## src/rtl/prog_cntr_pkg.sv

```systemverilog
// Shared fetch-path constants.
// Used by PC, branch and memory blocks.
package prog_cntr_pkg;
  localparam int PC_WIDTH = 8;
  localparam logic [PC_WIDTH-1:0] PC_RESET = '0;
endpackage

```

## src/rtl/prog_cntr_inc.sv

```systemverilog
// WIDTH-bit +1 incrementer.
// Wraps modulo 2^WIDTH.
module prog_cntr_inc
  import prog_cntr_pkg::*;
#(
  parameter int WIDTH = PC_WIDTH
) (
  input  logic [WIDTH-1:0] i_a,
  output logic [WIDTH-1:0] o_y
);
  assign o_y = i_a + WIDTH'(1);
endmodule

```

## src/rtl/prog_cntr.sv

```systemverilog
// Program counter for the fetch path.
// Async clear, sync load, sync increment.
module prog_cntr
  import prog_cntr_pkg::*;
#(
  parameter int WIDTH = PC_WIDTH,
  parameter logic [WIDTH-1:0] RESET_VALUE =
    WIDTH'(PC_RESET)
) (
  input  logic             Clk,
  input  logic             nReset,
  output logic [WIDTH-1:0] Y,
  input  logic [WIDTH-1:0] A,
  input  logic             CountEn,
  input  logic             Load
);
  logic [WIDTH-1:0] r_y;
  logic [WIDTH-1:0] w_inc;
  logic [WIDTH-1:0] w_next;

  prog_cntr_inc #(
    .WIDTH(WIDTH)
  ) u_inc (
    .i_a(r_y),
    .o_y(w_inc)
  );

  // Load outranks count; both may be high.
  always_comb begin
    w_next = r_y;
    if (Load)
      w_next = A;
    else if (CountEn)
      w_next = w_inc;
  end

  always_ff @(posedge Clk or negedge nReset) begin
    if (!nReset)
      r_y <= RESET_VALUE;
    else
      r_y <= w_next;
  end

  assign Y = r_y;
endmodule

```

## config.mk

```make
export PLATFORM = sky130hd
export DESIGN_NAME = prog_cntr
export DESIGN_NICKNAME = d
export VERILOG_FILES = /design/src/rtl/prog_cntr_pkg.sv /design/src/rtl/prog_cntr_inc.sv /design/src/rtl/prog_cntr.sv
export SDC_FILE = /design/constraint.sdc
export NUM_CORES = 1
export LEC_CHECK = 0
export CORE_AREA = 3 3 40 42
export CTS_BUF_LIST = sky130_fd_sc_hd__clkbuf_16
export DETAILED_ROUTE_END_ITERATION = 12
export DIE_AREA = 0 0 43 45
export GPL_TIMING_DRIVEN = 0
export PLACE_DENSITY_LB_ADDON = 0.15
export SYNTH_ARGS = -nofsm -noshare
export SYNTH_HDL_FRONTEND = slang
export SYNTH_SLANG_ARGS = --single-unit
```

## constraint.sdc

```tcl
create_clock -name Clk -period 1.9 [get_ports Clk]
set_clock_uncertainty 0.15 [all_clocks]
set_input_delay 0.19 -clock Clk [delete_from_list [all_inputs] [get_ports Clk]]
set_output_delay 0.19 -clock Clk [all_outputs]
set_load 0.01 [all_outputs]
```

After elaboration in Yosys (flattened, before gate mapping)
Index checks and enable logic that the tools add are counted.
{ "word_totals": {"register_bits": 8, "in_bits": 12, "out_inout_bits": 8, "word_cells": 5} }
{ "op_classes": {"addsub": 1, "mux": 2, "n_reduce_logical": 1} }
{ "ops": {"columns": ["op", "count"], "rows": [
  ["8-bit two-way mux", 2],
  ["8-bit by 1-bit adder with 8-bit output, second input constant", 1],
  ["2-bit nonzero test", 1]
]} }

Depth between registers and ports, before layout
Gate-level depths: netlist of the first run.
{ "logic_depth": {"word_depth": 3, "mapped_depth": 4, "mapped_depth_nobuf": 4} }

Cells and area by module
A second synthesis of the first run with hierarchy kept.
{ "hier_totals": {"hier_cells": 50, "hier_area_um2": 489.2} }
{ "by_module_without_submodules": {"columns": ["mod", "n_inst", "cells_per_inst", "area_per_inst_um2", "seq_area_each_um2"], "rows": [
  ["prog_cntr", 1, 34, 372.9, 200.2],
  ["prog_cntr_inc", 1, 16, 116.4, 0.0]
]} }

Least setup slack after synthesis of the first run
Ideal clock, no wire load.
{ "synth_path": {"kind": "register -> register", "start": "register r_y[0], in the netlist Y[0]", "end": "register r_y[6], in the netlist Y[6]", "setup_time_ns": 0.069, "arrival_ns": 1.288, "required_time_ns": 1.681, "setup_slack_ns": 0.393, "path_stages_with_launch": 5, "n_path_buf": 0, "period_less_slack_ns": 1.507, "cell_sequence": "dfrtp_1 -> ha_1 -> nand3_1 -> or4_1 -> nand3_1"} }
{ "synth_via": {"elab_chain_len": 3} }
{ "synth_lines": {"columns": ["element", "line_no", "source"], "rows": [
  ["from (decl)", "prog_cntr.sv:17", "logic [WIDTH-1:0] r_y;"],
  ["from (signal assigned)", "prog_cntr.sv:41", "r_y <= w_next;"],
  ["8-bit by 1-bit adder with 8-bit output", "prog_cntr_inc.sv:11", "assign o_y = i_a + WIDTH'(1);"],
  ["8-bit two-way mux", "prog_cntr.sv:33", "else if (CountEn)"],
  ["8-bit two-way mux", "prog_cntr.sv:31", "if (Load)"]
]} }
No other way between the ends. The select of a mux whose other input is x is not followed.
A chain may end at the register's enable or synchronous reset.

Worst setup path in the final report of the first run
{ "layout_path": {"start": "register r_y[2], in the netlist Y[2]", "end": "output Y[2]"} }
{ "layout_rtl": {"columns": ["element", "line_no", "source"], "rows": [
  ["to (decl)", "prog_cntr.sv:12", "output logic [WIDTH-1:0] Y,"]
]} }
No word-level cell between the ends.

==> impl_metrics.json, run 1 <==
{
  "hold_viol": 0,
  "tightest_slew_ns": 0.3562,
  "final_common_cell": "clkdlybuf4s50_1",
  "grt_first_pass_wirelength_mm": 1.918,
  "cp_max_fo": 5,
  "tns_ns": 0,
  "final_cell_mix": "17 x clkdlybuf4s50_1, 10 x nand2_1, 8 x dfrtp_1, 8 x o21ai_0, 5 x nand3_1",
  "largest_register_ffs": 8,
  "rsz0062_at_grt": "false",
  "drive_gt1_frac": 0.08696,
  "p_leak_nw": 0.2908,
  "ys_seq_area_frac": 0.4408,
  "grt_use_total": 0.1426,
  "syn-num-nets": 62,
  "synth_area_leaders": "dfrtp_1 44%, o21ai_0 8.8%, nand2_1 8.3%",
  "yosysWarnings": 0,
  "drv_cap": 0,
  "drc": 0,
  "yosysTopAreaCellShare": 0.4408,
  "die_y_um": 45,
  "hold_buffers": 0,
  "cts_setup_buffers": 0,
  "place_area_um2": 643.1,
  "worst-path-buf-inv": 1,
  "cts_resized": 0,
  "placed_cells": 81,
  "path_cells": "clkdlybuf4s50_1",
  "hpwlAfterDp_um": 829,
  "fillers": 120,
  "clock_latency_ns": 0.23,
  "area_growth_pct": 58.13,
  "final_area_um2": 718.2,
  "die_w_um": 43,
  "vdd_drop_max_mv": 0.4650,
  "status": "finished, final reports clean",
  "grt_max_degree": 11,
  "cts_buffer_depth": 2,
  "worst_path_dominant_cell_family": "buffers and inverters",
  "slowest_delay_ns": 0.58,
  "worst_setup_path_start_kind": "flop",
  "gp_congestion": 0.7136,
  "yosysTopAreaCell": "dfrtp_1",
  "fmax_ghz": 0.6162,
  "initial_utilization": 0.3535,
  "relSlewSlack": 0.7618,
  "io_pins": 20,
  "vias": 436,
  "power_density_mw_per_mm2": 967.8,
  "cts_root_buffer": "clkbuf_16",
  "holdWs_ns": 0.08489,
  "worstPathRequired_ns": 1.56,
  "rows": 13,
  "synth_area_um2": 454.2,
  "place_worst_setup_slack_ns": 0.3476,
  "yosysUniqueCellTypes": 14,
  "finalSetupViolCount": 0,
  "crit_slowest_cell": "clkdlybuf4s50_1",
  "antenna_cells": 0,
  "synth.avg_cell_area_um2": 9.269,
  "firstDrtPassIters": 4,
  "grt_antenna_before_repair": 0,
  "hp-class": "in -> async",
  "coreArea_mm2": 0.001285,
  "wl_mm": 1.174,
  "r2r_setup_slack_ns": 0.34,
  "period_needed_ns": 1.623,
  "end_kind": "primary output",
  "final.period_utilization": 0.8542,
  "dieArea_mm2": 0.001935,
  "final_cells": 84,
  "port_buffers": 17,
  "path_class": "reg -> out",
  "yosys_register_bits": 8,
  "synthCells": 49,
  "setup_ws_ns": 0.2770,
  "fin_nets": 84,
  "finalMaxSlewViolations": 0,
  "viasPerCell": 5.190,
  "cts.reportedPaths.clkPinSlew_ns": 0.04,
  "overflow": 0,
  "drt-initial-drc-count": 6,
  "cp.arrival_ns": 1.28,
  "final_antenna_net_count": 0,
  "numCtsBuffers": 3,
  "cts_tree": "done",
  "cts_sinks": 8,
  "grt_pass1_vias": 418,
  "wl_per_cell_um": 13.98,
  "h-tree-depth": 1
}
-- worst paths after layout --
path	endpoint	start	depth (start not counted)
min in group Clk	Y[0]$_DFFE_PN0P_	CountEn	3
worst min register to register	Y[7]$_DFFE_PN0P_	Y[7]$_DFFE_PN0P_	2
worst min-delay path	Y[7]$_DFFE_PN0P_	nReset	1
worst max-delay path	Y[2]	Y[2]$_DFFE_PN0P_	1
max in group asynchronous	Y[4]$_DFFE_PN0P_	nReset	1
worst max register to register	Y[6]$_DFFE_PN0P_	Y[0]$_DFFE_PN0P_	4
-- cells in the mapped netlist --
master     n
buf_4      2
clkbuf_1   1
dfrtp_1    8
ha_1       1
mux2i_1    1
nand2_1   10
nand3_1    5
nand4_1    2
nand4_4    1
nor2b_1    3
o21ai_0    8
or4_1      3
xnor2_1    1
xor2_1     3
-- worst register-to-register path, delay by kind of cell, from the launching register on --
kind | cells | cell delay [ns]
adders and majority gates | 1 | 0.23
DFF | 1 | 0.45
and+or+nand+nor | 3 | 0.66
-- area by class of cell --
class,instances,area [um2],share of cell area
multi-input combinational,38,235.2,0.3275
sequential,8,200.2,0.2787
buffer,3,18.77,0.02613
clock buffer,3,75.07,0.1045
timing repair buffer,17,170.2,0.2369
tap,15,18.77,0.02613
-- metrics by stage --
step | utilization | total power [mW]
floorplan | - | 0.2695
CTS | 0.5589 | 0.7004
finish | 0.5589 | 0.6951
global route | 0.5589 | 0.7251
detailed placement | 0.5005 | 0.3437
global placement | 0.5005 | 0.3396
-- metal layers --
layer,track usage,share of wire,vias to the layer above
li1,-,-,213
met2,0.2365,0.51,17
met1,0.1626,0.39,203
met3,0.03984,0.073,3
met4,0.09036,0.021,0
met5,0,0,-
-- where the power goes --
| group | switching (mW) | total, mW | internal, mW |
|---|---|---|---|
| Clock | 0.0821 | 0.353 | 0.271 |
| Combinational | 0.0491 | 0.122 | 0.0726 |
| Sequential | 0.0299 | 0.220 | 0.190 |
| Total | 0.161 | 0.695 | 0.534 |
-- cells by family after synthesis --
kind of cell    count (synthesis)  share of synthesized area
simple gates                   24                     0.3030
flops                           8                     0.4408
mux                             1                    0.02204
fa+ha+maj                       1                    0.02754
buf+inv                         3                    0.04130
xor+xnor                        4                    0.07715
compound gates                  8                    0.08816
Power figures use the tool's default switching activity.
==> run 2, diff against run 1 <==
--- a/config.mk
+++ b/config.mk
@@ -9,7 +9,6 @@
 export CTS_BUF_LIST = sky130_fd_sc_hd__clkbuf_16
 export DETAILED_ROUTE_END_ITERATION = 12
 export DIE_AREA = 0 0 43 45
-export GPL_TIMING_DRIVEN = 0
 export PLACE_DENSITY_LB_ADDON = 0.15
 export SYNTH_ARGS = -nofsm -noshare
 export SYNTH_HDL_FRONTEND = slang
==> run 2 against run 1 <==
Flip-flop and latch count unchanged. Clock-buffer cell count unchanged. Cell area is 3.3% higher. Fmax up 1.2%. Total power fell by 1.2%. Combinational power is essentially flat. Sequential share of layout area down 0.89 points. Die area stayed put. Highest routed layer is now met3.
==> impl_metrics.json, run 2 (synthesis gave the netlist of run 1 again) <==
{
  "status": "finished, final reports clean",
  "grt_antenna_before_repair": 0,
  "slowest_delay_ns": 0.58,
  "tns_ns": 0,
  "rows": 13,
  "p_leak_nw": 0.3022,
  "finalMaxSlewViolations": 0,
  "period_needed_ns": 1.604,
  "cts_root_buffer": "clkbuf_16",
  "gp_congestion": 0.7407,
  "antenna_cells": 0,
  "grt_max_degree": 9,
  "grt_use_total": 0.1099,
  "io_pins": 20,
  "viasPerCell": 4.930,
  "drt-initial-drc-count": 3,
  "final_cell_mix": "19 x clkdlybuf4s50_1, 10 x nand2_1, 8 x dfrtp_1, 8 x o21ai_0, 5 x nand3_1",
  "numCtsBuffers": 3,
  "drc": 0,
  "initial_utilization": 0.3535,
  "rsz0062_at_grt": "false",
  "largest_register_ffs": 8,
  "cts_resized": 0,
  "cts_sinks": 8,
  "end_kind": "primary output",
  "wl_um": 935,
  "grt_pass1_vias": 371,
  "h-tree-depth": 1,
  "hp-class": "in -> async",
  "finalSetupViolCount": 0,
  "cts_setup_buffers": 0,
  "fmax_ghz": 0.6235,
  "hpwlAfterDp_um": 737,
  "area_growth_pct": 63.36,
  "relSlewSlack": 0.7575,
  "dieArea_mm2": 0.001935,
  "wl_per_cell_um": 10.87,
  "vias": 424,
  "cts.reportedPaths.clkPinSlew_ns": 0.04,
  "hold_viol": 0,
  "cp.arrival_ns": 1.26,
  "cp_max_fo": 5,
  "final_antenna_net_count": 0,
  "die_y_um": 45,
  "vdd_drop_max_mv": 0.5015,
  "final_common_cell": "clkdlybuf4s50_1",
  "clock_latency_ns": 0.23,
  "cts_buffer_depth": 2,
  "crit_slowest_cell": "clkdlybuf4s50_1",
  "die_w_um": 43,
  "power_density_mw_per_mm2": 925.3,
  "drive_gt1_frac": 0.09859,
  "setup_ws_ns": 0.2961,
  "overflow": 0,
  "worst_setup_path_start_kind": "flop",
  "worst-path-buf-inv": 1,
  "path_cells": "clkdlybuf4s50_1",
  "grt_first_pass_wirelength_mm": 1.545,
  "fin_nets": 86,
  "hold_buffers": 0,
  "place_worst_setup_slack_ns": 0.1826,
  "drv_cap": 0,
  "cts_tree": "done",
  "coreArea_mm2": 0.001285,
  "firstDrtPassIters": 2,
  "worstPathRequired_ns": 1.56,
  "port_buffers": 19,
  "final.period_utilization": 0.8442,
  "tightest_slew_ns": 0.3626,
  "worst_path_dominant_cell_family": "buffers and inverters",
  "final_core_util": 0.5774,
  "path_class": "reg -> out"
}
-- run 2: cell types whose count changed in the layout (fill, tap and decap cells not counted) --
| cell | previous run | this run |
|---|---|---|
| buf_4 | 2 | 3 |
| clkdlybuf4s50_1 | 17 | 19 |
| clkbuf_1 | 1 | 0 |
-- run 2: final cells by class --
class                      instances  area, um2
clock buffer                       3      75.07
fill                             128      543.0
multi-input combinational         38      235.2
sequential                         8      200.2
tap                               15      18.77
timing repair buffer              22      212.7
-- run 2: routing by layer --
layer  part of all wire  global-route usage
met2               0.47              0.1587
met3              0.095             0.04781
met5                  0                   0
met4                  0             0.05422
met1               0.43              0.1404
-- run 2: worst reg2reg max path, stage by stage, from the launching register on --
cell and delay, ns:
dfrtp_1 0.43, ha_1 0.23, nand3_1 0.09, or4_1 0.47, nand3_1 0.09
-- run 2: stage by stage --
step | power (mW) | hold slack, ns | area (um2) | cells
floorplan | 0.2695 | -0.2556 | 454.2 | 49
global placement | 0.3450 | 0.3522 | 666.9 | 83
detailed placement | 0.3455 | 0.3440 | 666.9 | 83
CTS | 0.6982 | 0.1081 | 742.0 | 86
global route | 0.7188 | 0.1274 | 742.0 | 86
finish | 0.6866 | 0.09374 | 742.0 | 86
-- run 2: final timing paths --
check | from | to | slack [ns] | cells past startpoint
worst min-delay path | nReset | Y[7]$_DFFE_PN0P_ | 0.09 | 1
max in group asynchronous | nReset | Y[3]$_DFFE_PN0P_ | 1.24 | 1
min in group Clk | A[3] | Y[3]$_DFFE_PN0P_ | 0.37 | 3
worst min register to register | Y[7]$_DFFE_PN0P_ | Y[7]$_DFFE_PN0P_ | 0.43 | 2
worst max-delay path | Y[2]$_DFFE_PN0P_ | Y[2] | 0.30 | 1
worst max register to register | Y[0]$_DFFE_PN0P_ | Y[6]$_DFFE_PN0P_ | 0.38 | 4
-- run 2: power by group --
part	internal, mW	switching, mW
logic	0.0770	0.0471
registers	0.190	0.0272
clock network	0.271	0.0745
==> run 3, diff against run 2 <==
--- a/config.mk
+++ b/config.mk
@@ -5,10 +5,10 @@
 export SDC_FILE = /design/constraint.sdc
 export NUM_CORES = 1
 export LEC_CHECK = 0
-export CORE_AREA = 3 3 40 42
+export CORE_MARGIN = 3
+export CORE_UTILIZATION = 35
 export CTS_BUF_LIST = sky130_fd_sc_hd__clkbuf_16
 export DETAILED_ROUTE_END_ITERATION = 12
-export DIE_AREA = 0 0 43 45
 export PLACE_DENSITY_LB_ADDON = 0.15
 export SYNTH_ARGS = -nofsm -noshare
 export SYNTH_HDL_FRONTEND = slang
==> constraint.sdc (replaced) <==
create_clock -name Clk -period 1.4 [get_ports Clk]
set_clock_uncertainty 0.15 [all_clocks]
set_input_delay 0.14 -clock Clk [delete_from_list [all_inputs] [get_ports Clk]]
set_output_delay 0.14 -clock Clk [all_outputs]
set_load 0.01 [all_outputs]
==> run 3 against run 2 <==
Total power increased by 40%. Final cell count increased by 3.5%. Setup slack got worse by 0.24 ns. Clock power increased by 43%. Via count increased by 5.7%. Largest cell class unchanged. Largest power group unchanged.
==> impl_metrics.json, run 3 (synthesis gave the netlist of run 1 again) <==
{
  "register_area_um2": 205.2,
  "cp_max_fo": 4,
  "grt_first_pass_wirelength_mm": 1.835,
  "vdd_drop_max_mv": 0.8852,
  "drv_cap": 0,
  "drt-initial-drc-count": 6,
  "final_common_cell": "clkdlybuf4s50_1",
  "total_power_mw": 0.9644,
  "drive_gt1_frac": 0.2267,
  "cp.arrival_ns": 1.31,
  "grt_pass1_vias": 420,
  "drc": 0,
  "grt_max_degree": 9,
  "h-tree-depth": 1,
  "cts_tree": "done",
  "fin_nets": 89,
  "dieArea_mm2": 0.001766,
  "viasPerCell": 5.034,
  "r2r_setup_slack_ns": 0.05,
  "power_density_mw_per_mm2": 1229,
  "initial_utilization": 0.3929,
  "relSlewSlack": 0.7504,
  "wl_mm": 1.141,
  "hp-class": "in -> async",
  "rsz0062_at_grt": "true",
  "tightest_slew_ns": 0.3732,
  "fillers": 94,
  "gp_congestion": 0.7026,
  "worstPathRequired_ns": 1.36,
  "reg2regPathDepth": 5,
  "crit_start": "Y[0]$_DFFE_PN0P_",
  "fmax_ghz": 0.7429,
  "p_leak_nw": 0.3431,
  "cts_buffer_depth": 2,
  "setup_ws_ns": 0.05399,
  "vias": 448,
  "multi_input_area_um2": 255.2,
  "timing.rr.end": "Y[4]$_DFFE_PN0P_",
  "cts.reportedPaths.clkPinSlew_ns": 0.04,
  "path_class": "reg -> reg",
  "final_core_util": 0.6786,
  "grt_use_total": 0.1397,
  "holdWs_ns": 0.03890,
  "coreArea_mm2": 0.001156,
  "finalSetupViolCount": 0,
  "tns_ns": 0,
  "rows": 12,
  "cts_sinks": 8,
  "period_needed_ns": 1.346,
  "clock_latency_ns": 0.23,
  "worst_setup_path_start_kind": "flop",
  "hpwlAfterDp_um": 792.6,
  "area_growth_pct": 72.73,
  "status": "finished, final reports clean",
  "place_worst_setup_slack_ns": -0.2132,
  "die_y_um": 42.03,
  "cts_root_buffer": "clkbuf_16",
  "port_buffers": 19,
  "die_w_um": 42.03,
  "antenna_cells": 0,
  "wl_per_cell_um": 12.82,
  "finalMaxSlewViolations": 0,
  "end_kind": "flop",
  "firstDrtPassIters": 4,
  "final.period_utilization": 0.9614,
  "io_pins": 20,
  "cts_setup_buffers": 0,
  "crit_path_end": "Y[4]$_DFFE_PN0P_",
  "numCtsBuffers": 3,
  "overflow": 0,
  "final_antenna_net_count": 0,
  "hold_viol": 0,
  "r2r_start": "Y[0]$_DFFE_PN0P_",
  "grt_antenna_before_repair": 0,
  "largest_register_ffs": 8,
  "final_cell_mix": "10 x clkdlybuf4s50_1, 9 x nand2_1, 8 x dlygate4sd2_1, 7 x o21ai_0, 6 x buf_4"
}
-- run 3: area by class of cell --
type                       instances  share of cell area
clock buffer                       3             0.09569
clock inverter                     1            0.004785
multi-input combinational         38              0.3254
sequential                         8              0.2616
tap                               14             0.02233
timing repair buffer              25              0.2903
-- run 3: what timing repair did --
action,4_1_cts,5_1_grt
pin swaps,2,0
hold buffers,0,0
setup endpoints to repair,10,4
endpoints found under the hold margin,0,0
resized for setup,10,4
-- run 3: worst min-delay path by stage --
| stage | cells after the start | to | from | slack, ns |
|---|---|---|---|---|
| global placement | 1 | Y[2]$_DFFE_PN0P_ | nReset | 0.30 |
| CTS | 1 | Y[6]$_DFFE_PN0P_ | nReset | 0.06 |
| floorplan | 0 | Y[0]$_DFFE_PN0P_ | nReset | -0.31 |
| global route | 1 | Y[6]$_DFFE_PN0P_ | nReset | 0.07 |
| detailed placement | 1 | Y[2]$_DFFE_PN0P_ | nReset | 0.30 |
| finish | 1 | Y[6]$_DFFE_PN0P_ | nReset | 0.04 |
-- run 3: per-layer routing --
layer | up-vias | global-route usage | part of all wire
li1 | 227 | - | -
met1 | 197 | 0.1755 | 0.44
met2 | 20 | 0.2006 | 0.45
met3 | 4 | 0.06009 | 0.089
met4 | 0 | 0.07453 | 0.018
met5 | - | 0 | 0
-- run 3: worst max-delay path: stages (launching register included) --
cell and delay [ns]:
dfrtp_2 0.45, ha_4 0.18, buf_4 0.13, nand4_1 0.08
xor2_1 0.15, o21ai_0 0.08
-- run 3: power by group --
group / internal [mW] / switching [mW]
Sequential: 0.261 / 0.0418
Combinational: 0.0986 / 0.0701
Clock: 0.373 / 0.120
Total: 0.732 / 0.232
-- run 3: stage by stage --
stage	cell area, um2	std cells
6_report	784.5	89
5_1_grt	784.5	89
4_1_cts	774.5	89
3_5_place_dp	703.2	85
3_3_place_gp	703.2	85
2_1_floorplan	469.2	49
